### config.mk
export PLATFORM = sky130hd
export DESIGN_NAME = wb_demux10
export DESIGN_NICKNAME = d
export VERILOG_FILES = /design/src/rtl/wb_demux10.sv
export SDC_FILE = /design/constraint.sdc
export NUM_CORES = 1
export LEC_CHECK = 0
export CELL_PAD_IN_SITES_DETAIL_PLACEMENT = 1
export CELL_PAD_IN_SITES_GLOBAL_PLACEMENT = 1
export CORE_ASPECT_RATIO = 1.4
export CORE_UTILIZATION = 26
export CTS_CLUSTER_DIAMETER = 60
export DETAILED_ROUTE_END_ITERATION = 6
export GPL_ROUTABILITY_DRIVEN = 0
export HOLD_SLACK_MARGIN = 0.1
export PLACE_DENSITY = 0.75
export SETUP_SLACK_MARGIN = 0.05
export SLEW_MARGIN = 20
export SYNTH_ARGS = -nofsm -noshare
export SYNTH_HDL_FRONTEND = slang
export SYNTH_SLANG_ARGS = --single-unit
### constraint.sdc
create_clock -name clk -period 2.02 [get_ports clk]
set_clock_uncertainty 0.2 [all_clocks]
set_input_delay 0.404 -clock clk [delete_from_list [all_inputs] [get_ports clk]]
set_output_delay 0.404 -clock clk [all_outputs]
set_load 0.01 [all_outputs]
### src/rtl/wb_demux10.sv
// wb_demux10: ten-way writeback demultiplexer with a one-entry holding register.
// A word plus a 4-bit destination code (0..9) is captured and presented on exactly one
// channel's valid until that channel's ready is seen. Codes 10..15 are dropped and counted.
module wb_demux10 #(
    parameter int unsigned WIDTH = 8,
    parameter int unsigned NCH   = 10
) (
    input  logic             clk,
    input  logic             rst,
    input  logic             in_valid,
    output logic             in_ready,
    input  logic [3:0]       in_sel,
    input  logic [WIDTH-1:0] in_data,
    output logic [NCH-1:0]   out_valid,
    input  logic [NCH-1:0]   out_ready,
    output logic [WIDTH-1:0] out_data,
    output logic             err_pulse,
    output logic [7:0]       err_count
);

    typedef enum logic [0:0] {StEmpty, StFull} state_e;

    localparam logic [3:0] MaxLegalSel = 4'd9;
    localparam logic [7:0] ErrCountMax = 8'd255;

    state_e           state_q, state_d;
    logic [3:0]       sel_q;
    logic [WIDTH-1:0] data_q;
    logic             err_pulse_q;
    logic [7:0]       err_count_q;

    logic             hold_valid;
    logic [NCH-1:0]   sel_onehot;
    logic             drain;
    logic             acc;
    logic             sel_legal;
    logic             legal_acc;
    logic             illegal_acc;

    assign hold_valid = (state_q == StFull);
    assign sel_legal  = (in_sel <= MaxLegalSel);

    // Decode the held destination; non-selected out_ready bits are masked out.
    always_comb begin
        sel_onehot = '0;
        for (int k = 0; k < NCH; k++) begin
            if (sel_q == 4'(k)) begin
                sel_onehot[k] = 1'b1;
            end
        end
    end

    // Handshake terms; in_ready is independent of in_valid.
    always_comb begin
        drain       = hold_valid & |(sel_onehot & out_ready);
        in_ready    = ~hold_valid | drain;
        acc         = in_valid & in_ready;
        legal_acc   = acc & sel_legal;
        illegal_acc = acc & ~sel_legal;
    end

    // Next-state: illegal words never change the state on their own.
    always_comb begin
        state_d = state_q;
        unique case (state_q)
            StEmpty: begin
                if (legal_acc) begin
                    state_d = StFull;
                end
            end
            StFull: begin
                if (drain && !legal_acc) begin
                    state_d = StEmpty;
                end
            end
            default: state_d = StEmpty;
        endcase
    end

    // State register.
    always_ff @(posedge clk) begin
        if (rst) begin
            state_q <= StEmpty;
        end else begin
            state_q <= state_d;
        end
    end

    // Holding register: loads on legal accept, otherwise keeps the last word.
    always_ff @(posedge clk) begin
        if (rst) begin
            sel_q  <= '0;
            data_q <= '0;
        end else if (legal_acc) begin
            sel_q  <= in_sel;
            data_q <= in_data;
        end
    end

    // Error pulse follows each illegal accept by one cycle; counter saturates.
    always_ff @(posedge clk) begin
        if (rst) begin
            err_pulse_q <= 1'b0;
            err_count_q <= '0;
        end else begin
            err_pulse_q <= illegal_acc;
            if (illegal_acc && (err_count_q != ErrCountMax)) begin
                err_count_q <= err_count_q + 8'd1;
            end
        end
    end

    // Output drive.
    always_comb begin
        out_valid = hold_valid ? sel_onehot : '0;
        out_data  = data_q;
        err_pulse = err_pulse_q;
        err_count = err_count_q;
    end

endmodule

* Word level (Yosys, flattened, before mapping) *
Index checks and enable logic that the tools add are counted.

word-level totals
  bits in registers = 22
  input port bits = 25
  logic and storage cells = 44

operators by class
  add/sub/neg operators = 1
  magnitude comparators = 1
  equal/unequal tests = 10
  muxes and demuxes = 14
  bitwise operators = 8
  reductions and logical operators = 5

operators with widths
  operator             number
  $eq 4x3->1 const B   4
  $mux 1               12
  $and 10x10->10       1
  $mux 10              1
  $reduce_or 10->1     1
  $add 8x1->8 const B  1
  $eq 4x2->1 const B   2
  $eq 4x4->1 const B   2
  $ne 8x8->1 const B   1
  $and 1x1->1          4
  $eq 4x1->1 const B   1
  $le 4x4->1 const B   1
  $logic_not 4->1      1
  $logic_and 1x1->1    2
  $not 1->1            2
  $pmux 1 s2           1
  $logic_not 1->1      1
  $or 1x1->1           1

* Depth between registers and ports, before layout *
  depth after elaboration = 12
  gate-level depth with buffers = 8
  gate-level depth less buffers = 6

* Least setup slack after synthesis *
No wires, ideal clock.

  path type = flip-flop to flip-flop
  from = register err_count_q[0], in the netlist err_count[0]
  to = register err_count_q[4], in the netlist err_count[4]
  setup time = 123 ps
  data arrival time = 1664 ps
  path slack = 32 ps
  stages on the path, launching flop included = 7
  clock period less this slack = 1988 ps
  cells stage by stage = dfxtp_1 > ha_1 > and3_1 > a31oi_1 > a21boi_4 > nand4_1 > mux2_1

on the way
  cells in the longest elaborated chain, start to end = 2
  elaborated cells between the ends (all ways) = 3

ends and longest elaborated chain
  element                                                              line  RTL
  from (decl)                                                          30    logic [7:0] err_count_q;
  from (signal assigned)                                               108   err_count_q <= err_count_q + 8'd1;
  parallel branches: the longest is 2 deep, another holds $add 8x1->8  --

Several ways; the timed one is not identified.
A chain may end at the register's enable or synchronous reset.

* Final worst setup path *
  from = input port out_ready[5]
  to = output port in_ready

on the way
  cells in the longest elaborated chain, start to end = 4

ends and longest elaborated chain
  element           line  RTL
  from (decl)       15    input logic [NCH-1:0] out_ready,
  $and 10x10->10    55    drain = hold_valid & |(sel_onehot & out_ready);
  $reduce_or 10->1  55
  $and 1x1->1       55
  $or 1x1->1        56    in_ready = ~hold_valid | drain;
  to (decl)         11    output logic in_ready,

No other way between the ends.

==> impl_metrics.csv <==
group,metric,value,unit
power_and_ir_drop,clockPowerShare,34.1,%
synthesis,synth-seq-cells,22,
worst_setup_path,cp_slowest_cell,"clkdlybuf4s50_1",
worst_setup_path,critPathKind,"in -> out",
synthesis,avgSynthCellArea,8.61,um^2
layout,num-nets-final,239,
synthesis,synth_seq_area_share,37.9,%
min_path,min_to,"out_data[0]$_SDFFE_PP0P_",
layout,area_growth,84.3,%
grt,grt_overflow,0,
clocking,clockBufferDepth,2,
clocking,cts_max_level,1,
layout,n_fill_cell,513,
clocking,cts_tree,"built",
grt,grt_pass1_wl,6460,um
drt,wirelength,4470,um
power_and_ir_drop,p_sw_share,25.9,%
worst_setup_path,required,1420,ps
synthesis,ys.warnings.count,0,
job,drv_cap,0,
grt,grt_max_degree,14,
drt,route.detailed.drc,0,
worst_setup_path,cp_max_fo,2,
placed_design,placedCellCount,263,
sta,rsz0062_at_grt,"true",
placed_design,dpl.hpwl,3080,um
drt,final_antenna_net_count,0,
die,start_util,27.2,%
worst_setup_path,rr_worst_depth,8,
power_and_ir_drop,power.density,562,nW/um^2
worst_setup_path,reg2reg_to,"err_count[4]$_SDFFE_PP0P_",
synthesis,synthArstFlopShare,0,%
layout,instances_no_fill,272,
sta,min_period,2110,ps
min_path,whs_path_depth,2,
synthesis,netlist_area,1160,um^2
drt,via_count,1326,
sta,finalSetupViolations,13,
power_and_ir_drop,peakVddDrop,0.292,mV
grt,antenna_found_initial,0,
worst_setup_path,path_cells,"clkdlybuf4s50_1, a41o_1, o21ai_4, nand2_4, buf_6",
worst_setup_path,worstSetupEndpointType,"output port",
sta,relSlewSlack,74.0,%
synthesis,synth_area_leaders,"dfxtp_1 (38%), mux2i_1 (8.6%), nor2_1 (7.4%), a21oi_1 (4.7%), and3_1 (2.7%)",
worst_setup_path,r2r_start,"sel_q[2]$_SDFFE_PP0P_",
die,ios,53,
placed_design,port_buffers,52,
sta,finalHoldViolCount,0,
die,die_area,4750,um^2
synthesis,synth.most_common_cell,"nor2_1",
die,die_w,58.5,um
synthesis,synthCells,135,
power_and_ir_drop,p_seq_share,39.5,%
worst_setup_path,arrival,1500,ps
clocking,numCtsBuffers,3,
layout,final_layout_size_suffix_gt1_share,36.3,%
worst_setup_path,cp_slowest_stage_delay,410,ps
status,violations,"setup timing",
sta,max_freq,0.475,GHz
sta,finalMaxSlewViolations,0,
synthesis,ys.flop_type,"dfxtp_1",
power_and_ir_drop,internal_power,0.893,mW
worst_setup_path,reg2reg_slack,-70,ps
power_and_ir_drop,power.switching,0.312,mW
power_and_ir_drop,leakage,0.880,nW
sta,min_period_over_period,104,%
status,status,"finished with violations",
synthesis,yosysTopAreaCell,"dfxtp_1",
clocking,ctsRootBufferMaster,"clkbuf_8",
placed_design,dp_slack,-725,ps
sta,setup_tns,-332,ps
synthesis,netlist_top_cells_count,"nor2_1 (23), dfxtp_1 (22), a21oi_1 (11)",
clocking,clkLatencyLatePin,260,ps
clocking,clkTransAtPathRegs,80,ps
clocking,cts_num_sinks,22,
synthesis,netlist.area_leader.share,37.9,%
synthesis,yosysUniqueCellTypes,41,
power_and_ir_drop,p_total,1.20,mW
synthesis,syn_nets,161,
die,row_count,28,
power_and_ir_drop,p_comb_share,26.4,%
synthesis,synth-edff-count,0,
worst_setup_path,cp-start-kind,"primary input",
die,core,4270,um^2
sta,worstMarginPinSlew,388,ps
layout,num_antenna_cells,0,
die,die_height,81.1,um
sta,setup_ws,-86.2,ps
drt,first_pass_iters,4,
drt,drt_iter0_markers,21,
grt,grt_pass1_vias,1396,
min_path,min_path_type,"reg -> reg",
drt,vias_per_cell,4.88,
drt,wl_per_cell,16.4,um
grt,track_usage,17.9,%
min_path,hold_path.startpoint,"out_data[0]$_SDFFE_PP0P_",
## cells in the final DEF (no fill, tap or decap), types with 2 or more instances in the layout
| master | netlist | layout |
|---|---|---|
| nand2_1 | 7 | 5 |
| nor3_2 | 0 | 3 |
| buf_4 | 1 | 20 |
| dfxtp_1 | 22 | 18 |
| dfxtp_2 | 0 | 3 |
| a21oi_1 | 11 | 6 |
| buf_2 | 2 | 3 |
| dlygate4sd2_1 | 0 | 7 |
| clkbuf_2 | 0 | 7 |
| mux2i_1 | 10 | 10 |
| and4b_1 | 2 | 2 |
| a311o_1 | 2 | 2 |
| clkdlybuf4s50_1 | 0 | 34 |
| nand3_2 | 0 | 2 |
| buf_6 | 1 | 8 |
| mux2_4 | 0 | 2 |
| nor2_1 | 23 | 22 |
| inv_1 | 7 | 6 |
| nand3b_1 | 3 | 3 |
| and3_1 | 5 | 4 |
| a31o_1 | 2 | 2 |
| nand3_4 | 0 | 2 |
| clkbuf_8 | 0 | 3 |
| a21oi_2 | 0 | 3 |
| nor3_1 | 5 | 2 |
| a21oi_4 | 0 | 2 |
| nand2_4 | 0 | 2 |
## stage by stage
stage                     util (%)  hold WS (ps)  cell area (um^2)
after floorplan                  -           306              1160
after global placement        44.2           277              1890
after detailed placement      44.2           294              1890
after CTS                     47.9           316              2050
after global routing          50.1           351              2140
final                         50.1           308              2140
## layout make-up
type | count | area [um^2] | share of cell area, %
Clock buffer | 3 | 41.3 | 1.93
Clock inverter | 1 | 30.0 | 1.40
Inverter | 8 | 32.5 | 1.52
Multi-Input combinational cell | 99 | 823 | 38.4
Sequential cell | 22 | 448 | 20.9
Tap cell | 60 | 75.1 | 3.50
Timing Repair Buffer | 79 | 692 | 32.3
## critical path: cells and delay by family
family / cells / cell delay, ps
AOI/OAI and AO/OA: 2 / 490
and+or+nand+nor: 1 / 80
buffers and inverters: 2 / 530
## logic make-up (layout without fill, tap and decap cells)
family                   count (synthesis)  count (layout)  synth area share (%)
adder cells (fa/ha/maj)                  1               1                  1.08
XOR/XNOR                                 1               1                 0.754
AND/OR/NAND/NOR                         56              56                  24.0
AO/OA/AOI/OAI                           29              29                  20.0
multiplexers                            12              12                  10.5
flip-flops                              22              22                  37.9
buffers and inverters                   14              91                  5.71
## power by group through the flow
stage	sequential (mW)	clock [mW]	combinational, mW
2_1_floorplan	0.483	0	0.107
3_3_place_gp	0.479	0	0.250
3_5_place_dp	0.481	0	0.260
4_1_cts	0.473	0.419	0.282
5_1_grt	0.478	0.437	0.342
6_report	0.475	0.411	0.318
## sequential cells by signal (all words and copies together) (netlist names)
register	flops
out_data	8
err_count	8
sel_q	4
err_pulse	1
hold_valid	1
## worst max path at each step
stage	from	end	slack, ps	cells past startpoint
6_report	out_ready[5]	in_ready	-90	5
5_1_grt	sel_q[2]$_SDFFE_PP0P_	err_count[4]$_SDFFE_PP0P_	-160	8
4_1_cts	sel_q[2]$_SDFFE_PP0P_	in_ready	-90	5
3_5_place_dp	out_ready[3]	in_ready	-720	6
3_3_place_gp	out_ready[3]	in_ready	-690	6
2_1_floorplan	sel_q[1]$_SDFFE_PP0P_	err_count[4]$_SDFFE_PP0P_	60	7
## repair_timing
| action | in CTS | in global routing |
|---|---|---|
| gates cloned | 1 | 0 |
| pin swaps | 9 | 14 |
| hold buffers | 0 | 0 |
| endpoints found under the hold margin | 0 | 0 |
| setup endpoints to repair | 32 | 30 |
| buffers inserted | 1 | 4 |
| gates resized for setup | 54 | 40 |
## per-layer routing
metal  wire length [um]  vias to the layer above  GRT usage (%)
met5                  0                        -              0
met4                 83                        0           8.10
met3                145                        8           2.07
met2               2620                       37           35.2
met1               1630                      643           18.5
li1                   -                      638              -
No activity file was read; power rests on OpenSTA's default activity.
